`config.mk`:
```
export PLATFORM = sky130hd
export DESIGN_NAME = branch_resolver
export DESIGN_NICKNAME = d
export VERILOG_FILES = /design/src/rtl/bp_pkg.sv /design/src/rtl/bp_meta_reg.sv /design/src/rtl/branch_resolver.sv
export SDC_FILE = /design/constraint.sdc
export NUM_CORES = 1
export LEC_CHECK = 0
export CAP_MARGIN = 40
export CORE_ASPECT_RATIO = 2
export CORE_MARGIN = 8
export CORE_UTILIZATION = 47
export DETAILED_ROUTE_END_ITERATION = 16
export GPL_ROUTABILITY_DRIVEN = 0
export PLACE_DENSITY = 0.82
export SETUP_SLACK_MARGIN = 0.05
export SLEW_MARGIN = 15
export SYNTH_ARGS = -nofsm -noshare
export SYNTH_HDL_FRONTEND = slang
export SYNTH_HIERARCHICAL = 1
export SYNTH_SLANG_ARGS = --single-unit
```
`constraint.sdc`:
```
create_clock -name clk -period 2.25 [get_ports clk]
set_input_delay 0.225 -clock clk [delete_from_list [all_inputs] [get_ports clk]]
set_output_delay 0.225 -clock clk [all_outputs]
set_load 0.1 [all_outputs]
```
`src/rtl/bp_pkg.sv`:
```
// Shared types and constants for the branch resolution path:
// opcodes, predictor counter encodings, resolver FSM states and pipeline metadata.
package bp_pkg;

   localparam logic [6:0] OPC_BRANCH = 7'b1100011;
   localparam logic [6:0] OPC_JAL    = 7'b1101111;

   typedef enum logic [1:0] {
      CNT_STRONG_NT = 2'b00,
      CNT_WEAK_NT   = 2'b01,
      CNT_WEAK_T    = 2'b10,
      CNT_STRONG_T  = 2'b11
   } bp_cnt2_e;

   typedef enum logic [0:0] {
      RES_ARMED = 1'b0,
      RES_DONE  = 1'b1
   } res_state_e;

   typedef struct packed {
      logic        valid;
      logic        taken;
      logic [31:0] target;
      logic [31:0] pc;
   } bp_meta_t;

   // An invalid prediction counts as predicted not-taken; a taken prediction
   // is also wrong when it pointed at the wrong target.
   function automatic logic bp_mispredict(input bp_meta_t meta, input logic pcsrc,
                                          input logic [31:0] act_target);
      logic pred_taken;
      pred_taken = meta.valid & meta.taken;
      return (pcsrc != pred_taken) | (pcsrc & pred_taken & (act_target != meta.target));
   endfunction

endpackage

```
`src/rtl/bp_meta_reg.sv`:
```
// One stallable, flushable pipeline stage of prediction metadata.
// A flush overrides a stall and leaves a bubble (valid=0) in the stage.
module bp_meta_reg
   import bp_pkg::*;
(
   input  logic     clk,
   input  logic     reset,
   input  logic     stall_i,
   input  logic     flush_i,
   input  bp_meta_t meta_i,
   output bp_meta_t meta_o
);

   bp_meta_t meta_q;
   bp_meta_t meta_d;

   // Next-state selection: flush > stall > load.
   always_comb begin
      meta_d = meta_q;
      if (flush_i) begin
         meta_d       = meta_i;
         meta_d.valid = 1'b0;
      end else if (!stall_i) begin
         meta_d = meta_i;
      end else begin
         meta_d = meta_q;
      end
   end

   // Stage register with synchronous active-low reset.
   always_ff @(posedge clk) begin
      if (!reset) begin
         meta_q <= '0;
      end else begin
         meta_q <= meta_d;
      end
   end

   assign meta_o = meta_q;

endmodule

```
`src/rtl/branch_resolver.sv`:
```
// Resolves B/J-type instructions in Execute against the prediction carried down
// the pipeline, produces redirect/flush/training strobes and performance counters.
module branch_resolver
   import bp_pkg::*;
#(
   parameter int COUNT_W      = 32,
   parameter int RESET_PC_INC = 4
) (
   input  logic               clk,
   input  logic               reset,
   input  logic [31:0]        PCF,
   input  logic               PredValidF,
   input  logic               PredTakenF,
   input  logic [31:0]        PredTargetF,
   input  logic               StallD,
   input  logic               StallE,
   input  logic               FlushD,
   input  logic               FlushE,
   input  logic               BranchE,
   input  logic               JumpE,
   input  logic               PCSrcE,
   input  logic [31:0]        ActTargetE,
   output logic               MispredictE,
   output logic [31:0]        RedirectPC,
   output logic               FlushFE,
   output logic               StateUpdateEnable,
   output logic               PCSrcUpd,
   output logic [COUNT_W-1:0] BranchCount,
   output logic [COUNT_W-1:0] MispredictCount
);

   localparam logic [31:0]        PC_INC  = 32'(RESET_PC_INC);
   localparam logic [COUNT_W-1:0] CNT_MAX = '1;
   localparam logic [COUNT_W-1:0] CNT_ONE = COUNT_W'(1);

   bp_meta_t            meta_f_s;
   bp_meta_t            meta_d_s;
   bp_meta_t            meta_e_s;
   logic                flush_d_s;
   logic                flush_e_s;
   logic                resolve_s;
   logic                mispredict_s;
   logic [31:0]         redirect_s;
   res_state_e          state_q;
   res_state_e          state_d;
   logic [COUNT_W-1:0]  branch_cnt_q;
   logic [COUNT_W-1:0]  branch_cnt_d;
   logic [COUNT_W-1:0]  mis_cnt_q;
   logic [COUNT_W-1:0]  mis_cnt_d;

   assign meta_f_s = '{valid: PredValidF, taken: PredTakenF, target: PredTargetF, pc: PCF};

   // A mispredict kills the younger instructions in F and D on the same edge.
   assign flush_d_s = FlushD | mispredict_s;
   assign flush_e_s = FlushE | mispredict_s;

   bp_meta_reg u_meta_d (
      .clk     (clk),
      .reset   (reset),
      .stall_i (StallD),
      .flush_i (flush_d_s),
      .meta_i  (meta_f_s),
      .meta_o  (meta_d_s)
   );

   bp_meta_reg u_meta_e (
      .clk     (clk),
      .reset   (reset),
      .stall_i (StallE),
      .flush_i (flush_e_s),
      .meta_i  (meta_d_s),
      .meta_o  (meta_e_s)
   );

   assign resolve_s    = (BranchE | JumpE) & (state_q == RES_ARMED);
   assign mispredict_s = resolve_s & bp_mispredict(meta_e_s, PCSrcE, ActTargetE);
   assign redirect_s   = PCSrcE ? ActTargetE : (meta_e_s.pc + PC_INC);

   // Resolver FSM next state: DONE blocks re-resolution while E is held.
   always_comb begin
      state_d = state_q;
      case (state_q)
         RES_ARMED: begin
            if (resolve_s && StallE) begin
               state_d = RES_DONE;
            end else begin
               state_d = RES_ARMED;
            end
         end
         RES_DONE: begin
            if (!StallE) begin
               state_d = RES_ARMED;
            end else begin
               state_d = RES_DONE;
            end
         end
         default: state_d = RES_ARMED;
      endcase
   end

   // Saturating performance counters.
   always_comb begin
      branch_cnt_d = branch_cnt_q;
      mis_cnt_d    = mis_cnt_q;
      if (resolve_s && (branch_cnt_q != CNT_MAX)) begin
         branch_cnt_d = branch_cnt_q + CNT_ONE;
      end else begin
         branch_cnt_d = branch_cnt_q;
      end
      if (mispredict_s && (mis_cnt_q != CNT_MAX)) begin
         mis_cnt_d = mis_cnt_q + CNT_ONE;
      end else begin
         mis_cnt_d = mis_cnt_q;
      end
   end

   // FSM state and counter registers.
   always_ff @(posedge clk) begin
      if (!reset) begin
         state_q      <= RES_ARMED;
         branch_cnt_q <= '0;
         mis_cnt_q    <= '0;
      end else begin
         state_q      <= state_d;
         branch_cnt_q <= branch_cnt_d;
         mis_cnt_q    <= mis_cnt_d;
      end
   end

   // Every output is forced low while reset is held, whatever the other inputs do.
   assign MispredictE       = reset & mispredict_s;
   assign FlushFE           = reset & mispredict_s;
   assign RedirectPC        = reset ? redirect_s : 32'h0000_0000;
   assign StateUpdateEnable = reset & resolve_s & BranchE;
   assign PCSrcUpd          = reset & PCSrcE;
   assign BranchCount       = reset ? branch_cnt_q : '0;
   assign MispredictCount   = reset ? mis_cnt_q : '0;

endmodule

```
# Word level (Yosys, flattened, before mapping)
# Cells that the tools add are included.
classes:
  addsub: 3
  n_eq_ne: 6
  muxes: 11
  bitwise_logic: 15
  reduce_logical: 5
ops:
  columns: ["op", "n"]
  rows:
  - ["$mux 65", 4]
  - ["$mux 32", 4]
  - ["$add 32x1->32 const B", 2]
  - ["$ne 32x32->1 const B", 2]
  - ["$add 32x3->32 const B", 1]
  - ["$ne 32x32->1", 1]
  - ["$and 1x1->1", 9]
  - ["$ne 2x1->1 const B", 2]
  - ["$or 1x1->1", 4]
  - ["$reduce_or 2->1", 2]
  - ["$logic_and 1x1->1", 3]
  - ["$mux 1", 2]
  - ["$not 1->1", 2]
  - ["$pmux 1 s2", 1]
  - ["$ne 1x1->1", 1]
totals:
  ff_bits: 197
  input_bits: 107
  output_inout_bits: 100
  wordCells: 51

# Depth between registers and ports, before layout
# Gate-level depths: netlist of the first run.
logic_depth:
  word_depth: 7
  depth_mapped: 10
  depth_no_buf: 8

# Hierarchy
# Netlist of the first run, hierarchy kept.
modules_own_cells:
  columns: ["module", "n_inst", "cells_per_inst", "area_each_um2", "seq_area_each_um2"]
  rows:
  - ["bp_meta_reg", 2, 286, 2686.3, 1321.3]
  - ["branch_resolver", 1, 643, 4883.4, 1301.2]

# Least setup slack after synthesis of the first run
# No wires, ideal clock.
synth_path:
  kind: "register -> output"
  from: "reg u_meta_e.meta_q (netlist bit u_meta_e/meta_o[7])"
  to: "out RedirectPC[15]"
  arrival_time_ns: 3.838
  t_required_ns: 2.025
  slack_ns: -1.813
  stages_incl_launch_ff: 7
  path_buffers: 1
  path_cell_list: "dfxtp_1 -> and4_1 -> nand3_1 -> or2_2 -> clkbuf_1 -> or3_1 -> a311oi_1"
synth_via:
  elab_chain_cells: 3
synth_lines:
  columns: ["element", "line_no", "source"]
  rows:
  - ["start: declaration", "bp_meta_reg.sv:14", "bp_meta_t meta_q;"]
  - ["start signal: assignment", "bp_meta_reg.sv:35", "meta_q <= meta_d;"]
  - ["$add 32x3->32", "branch_resolver.sv:77", "assign redirect_s = PCSrcE ? ActTargetE : (meta_e_s.pc + PC_INC);"]
  - ["$mux 32", "branch_resolver.sv:77", null]
  - ["$mux 32", "branch_resolver.sv:133", "assign RedirectPC = reset ? redirect_s : 32'h0000_0000;"]
  - ["end: declaration", "branch_resolver.sv:24", "output logic [31:0] RedirectPC,"]
# No other way between the ends.

# Worst setup path after layout of the first run
layout_path:
  from: "reg u_meta_e.meta_q (netlist bit u_meta_e/meta_o[7])"
  to: "out RedirectPC[31]"
# The elaborated chain is that of the path after synthesis.

==> results of run 1 <==
==> critical path, stage by stage, from the launching register on <==
cell                      delay, ns
sky130_fd_sc_hd__dfxtp_2       0.33
sky130_fd_sc_hd__and4_4        0.25
sky130_fd_sc_hd__nand3_2       0.13
sky130_fd_sc_hd__or2_4         0.31
sky130_fd_sc_hd__nor3_4        0.28
sky130_fd_sc_hd__nand4_1       0.38
sky130_fd_sc_hd__xor2_2        0.29
sky130_fd_sc_hd__a21oi_4       0.21
sky130_fd_sc_hd__buf_12        0.19
==> kinds of logic after synthesis <==
logic type | Yosys count | share of synthesized area (%)
compound gates | 76 | 4.54
xor+xnor | 87 | 7.43
fa+ha+maj | 4 | 0.488
buf+inv | 83 | 5.45
flops | 197 | 38.5
mux | 157 | 15.7
simple gates | 611 | 28.0
==> stage by stage <==
step	std cells	total power (W)	instance area, um^2	hold WS [ns]
final	1819	0.00890	16800	0.169
after global routing	1819	0.00914	16800	0.151
after CTS	1808	0.00870	16200	0.134
after detailed placement	1715	0.00542	14400	0.445
after global placement	1715	0.00538	14400	0.433
after floorplan	1215	0.00478	10700	0.364
==> cell usage in the layout, fill, tap and decap left out, types with 13 or more instances in the layout <==
cell / count
sky130_fd_sc_hd__nor2_2: 13
sky130_fd_sc_hd__and2_1: 71
sky130_fd_sc_hd__mux2i_1: 122
sky130_fd_sc_hd__dfxtp_1: 177
sky130_fd_sc_hd__nand3_1: 19
sky130_fd_sc_hd__nand4_1: 32
sky130_fd_sc_hd__nor2_1: 69
sky130_fd_sc_hd__xor2_1: 13
sky130_fd_sc_hd__buf_6: 26
sky130_fd_sc_hd__clkdlybuf4s50_1: 103
sky130_fd_sc_hd__dfxtp_2: 17
sky130_fd_sc_hd__nand2_1: 297
sky130_fd_sc_hd__nor2_4: 13
sky130_fd_sc_hd__clkbuf_16: 21
sky130_fd_sc_hd__buf_4: 100
sky130_fd_sc_hd__buf_12: 128
sky130_fd_sc_hd__mux2_4: 14
sky130_fd_sc_hd__xnor2_1: 54
sky130_fd_sc_hd__o21ai_0: 15
==> final cells by class <==
class / count / area [um^2]
Clock buffer: 22 / 495
Clock inverter: 9 / 91.3
Fill cell: 1195 / 4640
Inverter: 11 / 42.5
Multi-Input combinational cell: 935 / 6970
Sequential cell: 197 / 3980
Tap cell: 273 / 342
Timing Repair Buffer: 372 / 4930
==> sequential cells by signal (all words and copies together), names as in the netlist <==
name,cells
branch_cnt_q,32
u_meta_d/meta_o,66
mis_cnt_q,32
u_meta_e/meta_o,66
state_q,1
==> per-layer routing <==
layer	up-vias	part of all wire [%]	wire (um)	global-route usage [%]
li1	4671	-	-	-
met1	5226	32	15100	31.9
met2	805	51	23900	57.7
met3	290	8.7	4090	8.06
met4	0	8.6	4060	21.2
met5	-	0	0	0
==> worst paths after layout <==
| path | slack [ns] | depth (start not counted) | end | start |
|---|---|---|---|---|
| hold reg to reg | 0.46 | 2 | u_meta_e/meta_o[23] | u_meta_d/meta_o[23] |
| setup / recovery | -0.80 | 8 | RedirectPC[31] | u_meta_e/meta_o[7] |
| hold / removal | 0.17 | 3 | u_meta_d/meta_o[11] | reset |
| setup reg to reg | -0.53 | 13 | u_meta_d/meta_o[39] | u_meta_e/meta_o[39] |
==> report_power, final <==
part / leakage [nW] / internal (W) / switching [W] / total, W
registers: 1.62 / 0.00364 / 0.000141 / 0.00378
clock network: 0.288 / 0.00169 / 0.00144 / 0.00312
logic: 4.51 / 0.000857 / 0.00114 / 0.00200
==> repair_timing <==
item / 4_1_cts / 5_1_grt
cloned: 20 / 4
gates resized for setup: 83 / 173
setup buffers: 44 / 33
setup endpoints to repair: 176 / 219
pin swaps: 40 / 51
==> results.cfg, run 1 <==
[cells_and_area]
layout-drive-gt1-share_pct = 32.1
num_antenna_cells = 0
nNetsFinal = 1645
fin_util_pct = 78.4
layout-area-overhead-vs-synth_pct = 64.3

[sta]
fmax_mhz = 328
final.setup.worst_slack_ns = -0.803
final_max_slew_viol_count = 0
worst_pin_slew_ns = 0.568
timing.final.crit_share_pct = 136
hold_viol = 0
final.setup_skew_ns = 0.0188
final_setup_violation_count = 189
fin_crit_ns = 3.05
grt_setup_unrepaired = yes
worst_slew_margin_pct = 62.1
setup_tns_ns = -66.76

[die]
rows = 76
floorplan.initialDensity_pct = 47.7
design.portCount = 207
fp.dieH_um = 225
total_die_area_um2 = 27100
placeable_area_um2 = 21500
dieWidth_um = 120

[grt]
grt_max_degree = 145
number_of_global_route_vias_before_repair = 11100
first_pass_grt_wire_length_mm = 65.6
grt_antenna_before_repair = 0
grt.total_usage_pct = 32.2
global_route_overflow = 0

[clocking]
clkTransAtPathRegs_ns = 0.08
cts_root_buf = sky130_fd_sc_hd__clkbuf_16
tritoncts_clock_tree = yes
htree_num_levels = 4
postCtsHoldBufs = 0
clock_insertion_delay_at_the_later_pin_of_the_skew_report_ns = 0.45
cts_made_buffers = 17
clkSinkCount = 197
cts_max_path_buffers = 2

[synthesis]
synth_ff_type = sky130_fd_sc_hd__dfxtp_1
post-synth-top-count-cell = sky130_fd_sc_hd__nand2_1
synth.top_cells.by_count = sky130_fd_sc_hd__nand2_1, sky130_fd_sc_hd__dfxtp_1, sky130_fd_sc_hd__mux2i_1, sky130_fd_sc_hd__nor2_1, sky130_fd_sc_hd__and2_1
synth.yosys.seq_area_share_pct = 38.5
synth.yosys.warnings = 6
mappedNetlistNets = 1326
netlist.area_leader.share_pct = 38.5
synthesis.area_per_instance_um2 = 8.44
synth_edf_count = 0
synthArstFlopShare_pct = 0
netlist.top_cell.by_area = sky130_fd_sc_hd__dfxtp_1
syn-cell-area_um2 = 10300
postSynthCellCount = 1215
synth.distinct_cells = 53
synth.ff_latch_count = 197
synth_area_leaders = sky130_fd_sc_hd__dfxtp_1, sky130_fd_sc_hd__mux2i_1, sky130_fd_sc_hd__nand2_1

[place]
dp.final_hpwl_mm = 25.1
port-buffer-count = 206
pre_cts_slack_ns = -0.696

[power]
static-leakage-power_nw = 6.43
power.ir.vdd_worst_mv = 0.671
power_per_cell_area_nw_per_um2 = 528

[routing]
drt.antenna.violating_nets = 0
wl_per_cell_um = 26.0
number_of_search_and_repair_iterations_in_the_first_detailed_routing_pass = 8
routed_wirelength_mm = 47.2
via_count = 11000
drc_errors = 0
first_iter_violations = 1211
route.detailed.vias_per_inst = 6.04

[setup_path]
worst_setup_path_end_kind = primary output
timing.critical_path.from_type = register
critPathRequiredTime_ns = 2.03
worstSetupPathType = reg2out
worst_ep_arrival_time_ns = 2.83
critPathMaxFanout = 4

[worst_hold_path]
hold_path_class = in2reg

[run_status]
violated_checks = setup timing
outcome = finished with violations

[job]
drv_cap = 0
No activity file was read; power rests on OpenSTA's default activity.
==> inputs of run 2 (changes only) <==
--- a/config.mk
+++ b/config.mk
@@ -9,6 +9,7 @@
 export CORE_ASPECT_RATIO = 2
 export CORE_MARGIN = 8
 export CORE_UTILIZATION = 47
+export CTS_CLUSTER_SIZE = 20
 export DETAILED_ROUTE_END_ITERATION = 16
 export GPL_ROUTABILITY_DRIVEN = 0
 export PLACE_DENSITY = 0.82
==> results of run 2 <==
Final layout, timing and power as in run 1 (identical DEF).
==> inputs of run 3 (changes only) <==
--- a/config.mk
+++ b/config.mk
@@ -5,14 +5,14 @@
 export SDC_FILE = /design/constraint.sdc
 export NUM_CORES = 1
 export LEC_CHECK = 0
-export CAP_MARGIN = 40
+export CAP_MARGIN = 20
 export CORE_ASPECT_RATIO = 2
 export CORE_MARGIN = 8
-export CORE_UTILIZATION = 47
+export CORE_UTILIZATION = 52
 export CTS_CLUSTER_SIZE = 20
 export DETAILED_ROUTE_END_ITERATION = 16
 export GPL_ROUTABILITY_DRIVEN = 0
-export PLACE_DENSITY = 0.82
+export PLACE_DENSITY = 0.86
 export SETUP_SLACK_MARGIN = 0.05
 export SLEW_MARGIN = 15
 export SYNTH_ARGS = -nofsm -noshare
==> constraint.sdc (replaced) <==
create_clock -name clk -period 3.3 [get_ports clk]
set_input_delay 0.33 -clock clk [delete_from_list [all_inputs] [get_ports clk]]
set_output_delay 0.33 -clock clk [all_outputs]
set_load 0.1 [all_outputs]
==> results.cfg, run 3 (synthesis results as in run 1) <==
[run_status]
outcome = finished clean

[power]
static-leakage-power_nw = 4.98
internal_power_w = 0.00401
total_switching_power_w = 0.00161
power_frac_clock_pct = 37.3
switching_share_pct = 28.6
comb_power_share_pct = 17.0
power_per_cell_area_nw_per_um2 = 423
relative_contribution_of_sequential_cells_to_total_power_pct = 45.7
power.ir.vdd_worst_mv = 0.384

[grt]
first_pass_grt_wire_length_mm = 47.3
number_of_global_route_vias_before_repair = 9383
global_route_overflow = 0
grt_max_degree = 120
grt.total_usage_pct = 24.5
grt_antenna_before_repair = 1

[die]
rows = 72
design.portCount = 207
dieWidth_um = 115
fp.dieH_um = 215
placeable_area_um2 = 19400
floorplan.initialDensity_pct = 53.0
total_die_area_um2 = 24700

[cells_and_area]
layout-drive-gt1-share_pct = 14.4
layout-area-overhead-vs-synth_pct = 29.5
fin_util_pct = 68.6
layout.cells.most_common = sky130_fd_sc_hd__nand2_1
final_cell_mix = sky130_fd_sc_hd__nand2_1, sky130_fd_sc_hd__dfxtp_1, sky130_fd_sc_hd__mux2i_1
design_area_um2 = 13300
nNetsFinal = 1498

[sta]
worst_pin_slew_ns = 1.05
final_setup_violation_count = 0
final.setup_skew_ns = 0.00783
timing.final.crit_share_pct = 93.9
grt_setup_unrepaired = no
hold_viol = 0
setup_tns_ns = 0
fmax_mhz = 323
final_max_slew_viol_count = 0
fin_crit_ns = 3.10
worst_slew_margin_pct = 29.8

[clocking]
clkTransAtPathRegs_ns = 0.07
cts_max_path_buffers = 2
cts_made_buffers = 17
htree_num_levels = 4
clock_insertion_delay_at_the_later_pin_of_the_skew_report_ns = 0.44
tritoncts_clock_tree = yes
cts_root_buf = sky130_fd_sc_hd__clkbuf_16
clkSinkCount = 197

[routing]
routed_wirelength_mm = 29.9
top_layer = met4
wl_met2_mm = 15.8
wl_per_cell_um = 18.0
number_of_search_and_repair_iterations_in_the_first_detailed_routing_pass = 7
first_iter_violations = 560
route.met3.wl_mm = 1.71
route.detailed.vias_per_inst = 5.46
via_count = 9077
drt.antenna.violating_nets = 0
wl_met1_mm = 10.7
drc_errors = 0

[setup_path]
worst_ep_arrival_time_ns = 2.77
critPathRequiredTime_ns = 2.97
timing.critical_path.from_type = register
critPathMaxFanout = 7
worst-r2r-cell-count = 9
worst_setup_path_end_kind = primary output
worstSetupPathType = reg2out

[place]
port-buffer-count = 206
dp.final_hpwl_mm = 22.6
placedInstanceArea_um2 = 12700

[worst_hold_path]
hold_depth = 2
hold_path_class = in2reg

[job]
drv_cap = 0
-- run 3: path summary, 6_finish.rpt --
check | from | end | slack, ns
setup reg to reg | u_meta_e/meta_o[35] | u_meta_e/meta_o[19] | 0.54
hold reg to reg | u_meta_d/meta_o[26] | u_meta_e/meta_o[26] | 0.46
setup / recovery | u_meta_e/meta_o[7] | RedirectPC[19] | 0.20
hold / removal | reset | state_q | 0.33
-- run 3: final cells by class --
cell class,count,area [um^2]
clock buffer,17,425
multi-input combinational,935,5860
tap,259,324
timing repair buffer,225,2510
antenna,2,5.00
clock inverter,15,170
fill,1512,6090
sequential,197,3940
inverter,11,41.3
-- run 3: what timing repair did --
item,CTS,global route
setup buffers,0,1
endpoints found under the setup margin,0,8
endpoints found under the hold margin,0,0
gates resized for setup,0,2
hold buffers,0,0
-- run 3: per-stage QoR --
stage               power [W]  cells  hold slack, ns  setup WS, ns
floorplan             0.00322   1215           0.433        0.0734
global placement      0.00355   1626           0.441         0.245
detailed placement    0.00357   1626           0.447         0.125
CTS                   0.00565   1658           0.306        0.0588
global route          0.00584   1660           0.343        0.0597
finish                0.00562   1661           0.327         0.202
-- run 3: metal layers --
metal	global-route usage (%)	vias to the layer above
met5	0	-
met2	44.4	333
li1	-	4411
met4	15.7	0
met1	23.7	4239
met3	5.64	94
-- run 3: power groups by stage --
stage          Sequential, W  Clock, W  Combinational (W)
2_1_floorplan        0.00259         0           0.000627
3_3_place_gp         0.00261         0           0.000939
3_5_place_dp         0.00261         0           0.000955
4_1_cts              0.00256   0.00213           0.000959
5_1_grt              0.00258   0.00225            0.00101
6_report             0.00256   0.00210           0.000957
-- run 3: worst max-delay path: stages, from the launching register on --
cell and delay (ns):
sky130_fd_sc_hd__dfxtp_1 0.44, sky130_fd_sc_hd__and4_1 0.33, sky130_fd_sc_hd__nand3_1 0.12, sky130_fd_sc_hd__or2_2 0.39, sky130_fd_sc_hd__or3_1 0.35, sky130_fd_sc_hd__a311oi_2 0.48, sky130_fd_sc_hd__buf_12 0.24
